### config.mk
export PLATFORM = sky130hd
export DESIGN_NAME = hit_edge_collector
export DESIGN_NICKNAME = d
export VERILOG_FILES = /design/src/rtl/hit_edge_collector.sv
export SDC_FILE = /design/constraint.sdc
export NUM_CORES = 1
export LEC_CHECK = 0
export BUFFER_PORTS_ARGS = -buffer_cell sky130_fd_sc_hd__buf_2
export CAP_MARGIN = 10
export CORE_ASPECT_RATIO = 0.6
export CORE_UTILIZATION = 48
export CTS_BUF_LIST = sky130_fd_sc_hd__clkbuf_16
export DETAILED_ROUTE_END_ITERATION = 10
export GPL_ROUTABILITY_DRIVEN = 1
export PLACE_DENSITY = 0.73
export SLEW_MARGIN = 20
export SYNTH_ARGS = -nofsm -noshare
export SYNTH_HDL_FRONTEND = slang
export SYNTH_SLANG_ARGS = --single-unit
### constraint.sdc
create_clock -name clk -period 1.33 [get_ports clk]
set_input_delay 0.133 -clock clk [delete_from_list [all_inputs] [get_ports clk]]
set_output_delay 0.133 -clock clk [all_outputs]
set_load 0.05 [all_outputs]
### src/rtl/hit_edge_collector.sv
// Per-frame collision collector: accumulates which object edges touched the
// boundary layer during a frame and publishes flags/count/frameHit at startOfFrame.
// Ports: clk/resetN; startOfFrame, objectDrawingRequest, boundaryDrawingRequest,
//   HitEdgeCode, hitAck (inputs); collision, frameHit, edgeFlags, hitPixelCount (outputs).
// Optional feature macro: HIT_STICKY_EN (frameHit held until hitAck, HOLD state).
module hit_edge_collector #(
  parameter int COUNT_WIDTH = 8
) (
  input  logic                   clk,
  input  logic                   resetN,
  input  logic                   startOfFrame,
  input  logic                   objectDrawingRequest,
  input  logic                   boundaryDrawingRequest,
  input  logic [2:0]             HitEdgeCode,
  input  logic                   hitAck,
  output logic                   collision,
  output logic                   frameHit,
  output logic [4:0]             edgeFlags,
  output logic [COUNT_WIDTH-1:0] hitPixelCount
);

`ifdef HIT_STICKY_EN
  typedef enum logic [1:0] {IDLE, COLLECT, HOLD} state_t;
`else
  typedef enum logic [1:0] {IDLE, COLLECT} state_t;
  logic unused_ack;
  assign unused_ack = hitAck;
`endif

  state_t                 state;
  logic [4:0]             acc_flags;
  logic [COUNT_WIDTH-1:0] acc_count;

  logic                   pix_hit;
  logic [4:0]             pix_flags;
  logic [COUNT_WIDTH-1:0] pix_count;    // reload value: this cycle's pixel alone
  logic [4:0]             next_flags;   // accumulate value
  logic [COUNT_WIDTH-1:0] next_count;
  logic                   acc_nonzero;

  assign pix_hit     = objectDrawingRequest && boundaryDrawingRequest;
  assign pix_count   = {{(COUNT_WIDTH-1){1'b0}}, pix_hit};
  assign acc_nonzero = (acc_count != '0);

  always_comb begin
    pix_flags = 5'b00000;
    if (pix_hit) begin
      case (HitEdgeCode)
        3'd0:    pix_flags = 5'b00001;
        3'd1:    pix_flags = 5'b00010;
        3'd2:    pix_flags = 5'b00100;
        3'd3:    pix_flags = 5'b01000;
        3'd4:    pix_flags = 5'b10000;
        default: pix_flags = 5'b00000;  // invalid codes count but flag nothing
      endcase
    end
  end

  always_comb begin
    next_flags = acc_flags | pix_flags;
    next_count = acc_count;
    if (pix_hit && (acc_count != '1))
      next_count = acc_count + COUNT_WIDTH'(1);
  end

  always_ff @(posedge clk or negedge resetN) begin
    if (!resetN) begin
      state         <= IDLE;
      acc_flags     <= '0;
      acc_count     <= '0;
      collision     <= 1'b0;
      frameHit      <= 1'b0;
      edgeFlags     <= '0;
      hitPixelCount <= '0;
    end else begin
      collision <= pix_hit;
`ifndef HIT_STICKY_EN
      frameHit  <= 1'b0;  // one-cycle pulse unless a nonzero publish below
`endif
      case (state)
        IDLE: begin
          // Pixels before the first frame boundary are ignored; the
          // boundary cycle's own pixel already belongs to the new frame.
          if (startOfFrame) begin
            state     <= COLLECT;
            acc_flags <= pix_flags;
            acc_count <= pix_count;
          end
        end

        COLLECT: begin
          if (startOfFrame) begin
            edgeFlags     <= acc_flags;
            hitPixelCount <= acc_count;
            frameHit      <= acc_nonzero;
            acc_flags     <= pix_flags;
            acc_count     <= pix_count;
`ifdef HIT_STICKY_EN
            if (acc_nonzero) state <= HOLD;
`endif
          end else begin
            acc_flags <= next_flags;
            acc_count <= next_count;
          end
        end

`ifdef HIT_STICKY_EN
        HOLD: begin
          if (startOfFrame) begin
            edgeFlags     <= acc_flags;
            hitPixelCount <= acc_count;
            acc_flags     <= pix_flags;
            acc_count     <= pix_count;
            if (hitAck) begin
              // Ack retires the old result; the new publish decides frameHit.
              frameHit <= acc_nonzero;
              state    <= acc_nonzero ? HOLD : COLLECT;
            end
            // Without ack the result is overwritten and frameHit stays high.
          end else begin
            acc_flags <= next_flags;
            acc_count <= next_count;
            if (hitAck) begin
              frameHit <= 1'b0;
              state    <= COLLECT;
            end
          end
        end
`endif

        default: state <= IDLE;
      endcase
    end
  end

endmodule

==> impl_metrics.csv <==
group,metric,value,unit
worst_setup_path,cp-start-kind,"flip-flop",
worst_setup_path,worstPathCellList,"and4_4, a211oi_4, mux2_4",
synthesis,yosys.area.top_type,"dfrtp_1",
global_routing,first_global_vias,984,
worst_setup_path,arrival,1.46,ns
worst_setup_path,timing.rr.start,"acc_count[3]$_DFFE_PN0P_",
floorplanning,die-area,2890,um2
finish,syn_to_final_growth,33.4,%
floorplanning,fp.dieH,42.1,um
floorplanning,die_w,68.8,um
drt,drtAntennaViolNets,0,
pwr,p_per_area,1410,nW/um2
worst_setup_path,cp.depth,3,
sta,setup_violations,0,
placed_design,dpl-instance-area,1490,um2
sta,worst_slack,0.0170,ns
sta,fmax,762,MHz
clocking,tritoncts,"done",
worst_setup_path,cpMaxStageDelayCell,"dfrtp_2",
synthesis,synth_top_family_by_area,"compound AO/OA/AOI/OAI gates",
synthesis,ys_seq_area_share,56.5,%
global_routing,grtUsageTotal,23.0,%
clocking,clock_sinks,29,
drt,drtPass1Iterations,4,
floorplanning,core_area,2520,um2
placed_design,place.port_buffers,22,
synthesis,synth_xor_area_share,0,%
worst_setup_path,slowest_delay,0.44,ns
global_routing,grt_antenna_before_repair,0,
global_routing,grt_max_degree,30,
placed_design,dp_hpwl,1890,um
placed_design,finalWeightedCongestion,0.879,
sta,slew_violations,0,
worst_setup_path,cp-startpoint,"acc_count[3]$_DFFE_PN0P_",
synthesis,synth_fp_nets,117,
worst_setup_path,crit_buf_inv,0,
sta,rsz0062_at_grt,"yes",
synthesis,synth_area,1280,um2
synthesis,synthSimpleGateAreaFrac,11.2,%
floorplanning,ios,24,
sta,finalClockSkew,0.00294,ns
drt,drt_iter0_drc,85,
sta,period_needed,1.31,ns
drt,wl_per_cell,15.2,um
drt,viasPerCell,5.55,
clocking,clkTransAtPathRegs,0.05,ns
worst_setup_path,reg2regPathDepth,3,
synthesis,synth_top_area_share,56.5,%
sta,worst_pin_slew,0.632,ns
worst_setup_path,crit_type,"flip-flop to flip-flop",
worst_setup_path,cp_max_fo,6,
worst_hold_path,hold_path_depth,3,
drt,drc,0,
floorplanning,row_count,14,
clocking,clkLatencyLatePin,0.27,ns
sta,slew_headroom,57.9,%
sta,min_period_over_period,98.7,%
synthesis,syn_inst,106,
sta,hold_viol,0,
global_routing,gr-total-overflow,0,
worst_setup_path,crit_family,"flip-flops",
clocking,cts_max_path_buffers,2,
finish,diodes,0,
pwr,design_power_total,0.00241,W
worst_hold_path,holdCritStartpoint,"startOfFrame",
synthesis,synth.distinct_cells,30,
clocking,root_buffer,"clkbuf_16",
synthesis,synthTopCellsByArea,"dfrtp_1 (57%), mux2_2 (8.8%), a32o_1 (3.9%), mux2i_1 (2.3%), a211oi_1 (2.3%)",
finish,fin_area,1710,um2
status,outcome,"complete, no violations",
worst_setup_path,required,1.48,ns
pwr,power.leakage,0.827,nW
sta,fin_tns_setup,0,ns
clocking,htree_levels,2,
clocking,post_cts_buffers,0,
worst_hold_path,hold_path_class,"input pin to flip-flop",
drt,finalWirelength,2650,um
finish,drive_gt1_share,43.4,%
clocking,cts_made_buffers,5,
flow_run,drv_cap,0,
finish,fin_nets,153,
finish,fillers,203,
synthesis,synth_fa_ha_area_share,1.95,%
pwr,irDropWorstVdd,0.810,mV
synthesis,synth_compound_area_share,14.0,%
synthesis,yosys_warnings,0,
placed_design,pre_cts_ws,-0.0213,ns
drt,vias,971,
worst_setup_path,endpoint_kind,"flip-flop",
global_routing,grt_pass1_wl,4570,um
synthesis,muxShareOfSynthArea,12.3,%
synthesis,ys_ff_latch,29,
floorplanning,start_util,50.9,%
synthesis,syn_avg_cell_area,12.1,um2
[power by group]
group | internal [W] | switching, W
logic | 0.0000738 | 0.000163
registers | 0.000916 | 0.0000185
clock network | 0.000873 | 0.000365
total | 0.00186 | 0.000547
[sequential cells by signal (all words and copies together) (netlist names)]
register       count
collision          1
acc_count          8
hitPixelCount      8
state              1
edgeFlags          5
acc_flags          5
frameHit           1
[what timing repair did]
| action | CTS | global route |
|---|---|---|
| setup endpoints to repair | 4 | 5 |
| hold endpoints to repair | 29 | 0 |
| pin swaps | 1 | 2 |
| hold buffers | 1 | 0 |
| gates resized for setup | 4 | 6 |
[layer usage]
layer / wire [um] / global-route usage (%) / part of all wire [%]
met5: 0 / 0 / 0
met4: 58 / 11.4 / 2.2
met3: 161 / 10.6 / 6.1
met2: 1160 / 32.4 / 44
met1: 1270 / 29.6 / 48
[tightest hold or removal path, delay by kind of cell]
kind	cells	cell delay (ns)
buf+inv	2	0.16
simple gates	1	0.07
[cells in the mapped netlist (all sizes together)]
master and n:
nor3b 1, ha 2, nor2b 2, buf 3, o21ai 3, nor3 4
nor2 5, a21o 1, mux2i 3, and4 2, nand3 2, a41oi 3
a32o 5, inv 8, dfrtp 29, a311oi 1, a21oi 2, and2 1
nand2 9, a211oi 5, a31oi 2, and3 1, mux2 11, nand4 1
[cells by family (layout without fill, tap and decap cells)]
logic type                 Yosys count  count (layout)
muxes                               14              14
AOI/OAI and AO/OA                   22              22
adders and majority gates            2               2
buffers and inverters               11              48
DFF                                 29              29
and+or+nand+nor                     28              28
[path summary, 6_finish.rpt]
| path | endpoint | slack (ns) |
|---|---|---|
| max in group asynchronous | acc_count[3]$_DFFE_PN0P_ | 0.45 |
| min reg2reg | acc_flags[4]$_DFFE_PN0P_ | 0.49 |
| max | acc_count[4]$_DFFE_PN0P_ | 0.02 |
| min | state[0]$_DFFE_PN0P_ | 0.12 |
| max reg2reg | acc_count[4]$_DFFE_PN0P_ | 0.02 |
| min in group asynchronous | acc_count[7]$_DFFE_PN0P_ | 0.42 |
[cell usage in the layout (no fill, tap or decap), drive strengths merged]
master,netlist,final
a32o,5,5
clkinv,0,1
bufinv,0,1
ha,2,2
and4,2,2
dlygate4sd3,0,1
and2,1,1
clkbuf,0,5
a21oi,2,2
mux2i,3,3
dfrtp,29,29
nand4,1,1
nor3,4,4
inv,8,8
nor3b,1,1
and3,1,1
buf,3,31
a311oi,1,1
a41oi,3,3
nand2,9,9
clkinvlp,0,1
nor2b,2,2
a31oi,2,2
a21o,1,1
o21ai,3,3
mux2,11,11
a211oi,5,5
nor2,5,5
nand3,2,2
[final cells by class]
| class | count | area (um2) | share of cell area, % |
|---|---|---|---|
| inverter | 8 | 30.0 | 1.75 |
| sequential | 29 | 729 | 42.6 |
| clock buffer | 5 | 125 | 7.30 |
| tap | 32 | 40.0 | 2.34 |
| timing repair buffer | 32 | 188 | 11.0 |
| clock inverter | 3 | 41.3 | 2.41 |
| multi-input combinational | 66 | 559 | 32.7 |
[stage by stage]
step	hold slack, ns	util (%)	instances
global placement	0.181	59.2	166
global route	0.121	67.9	175
floorplan	-0.163	-	106
detailed placement	0.189	59.2	166
CTS	0.111	66.7	175
finish	0.116	67.9	175
Power figures use the tool's default switching activity.
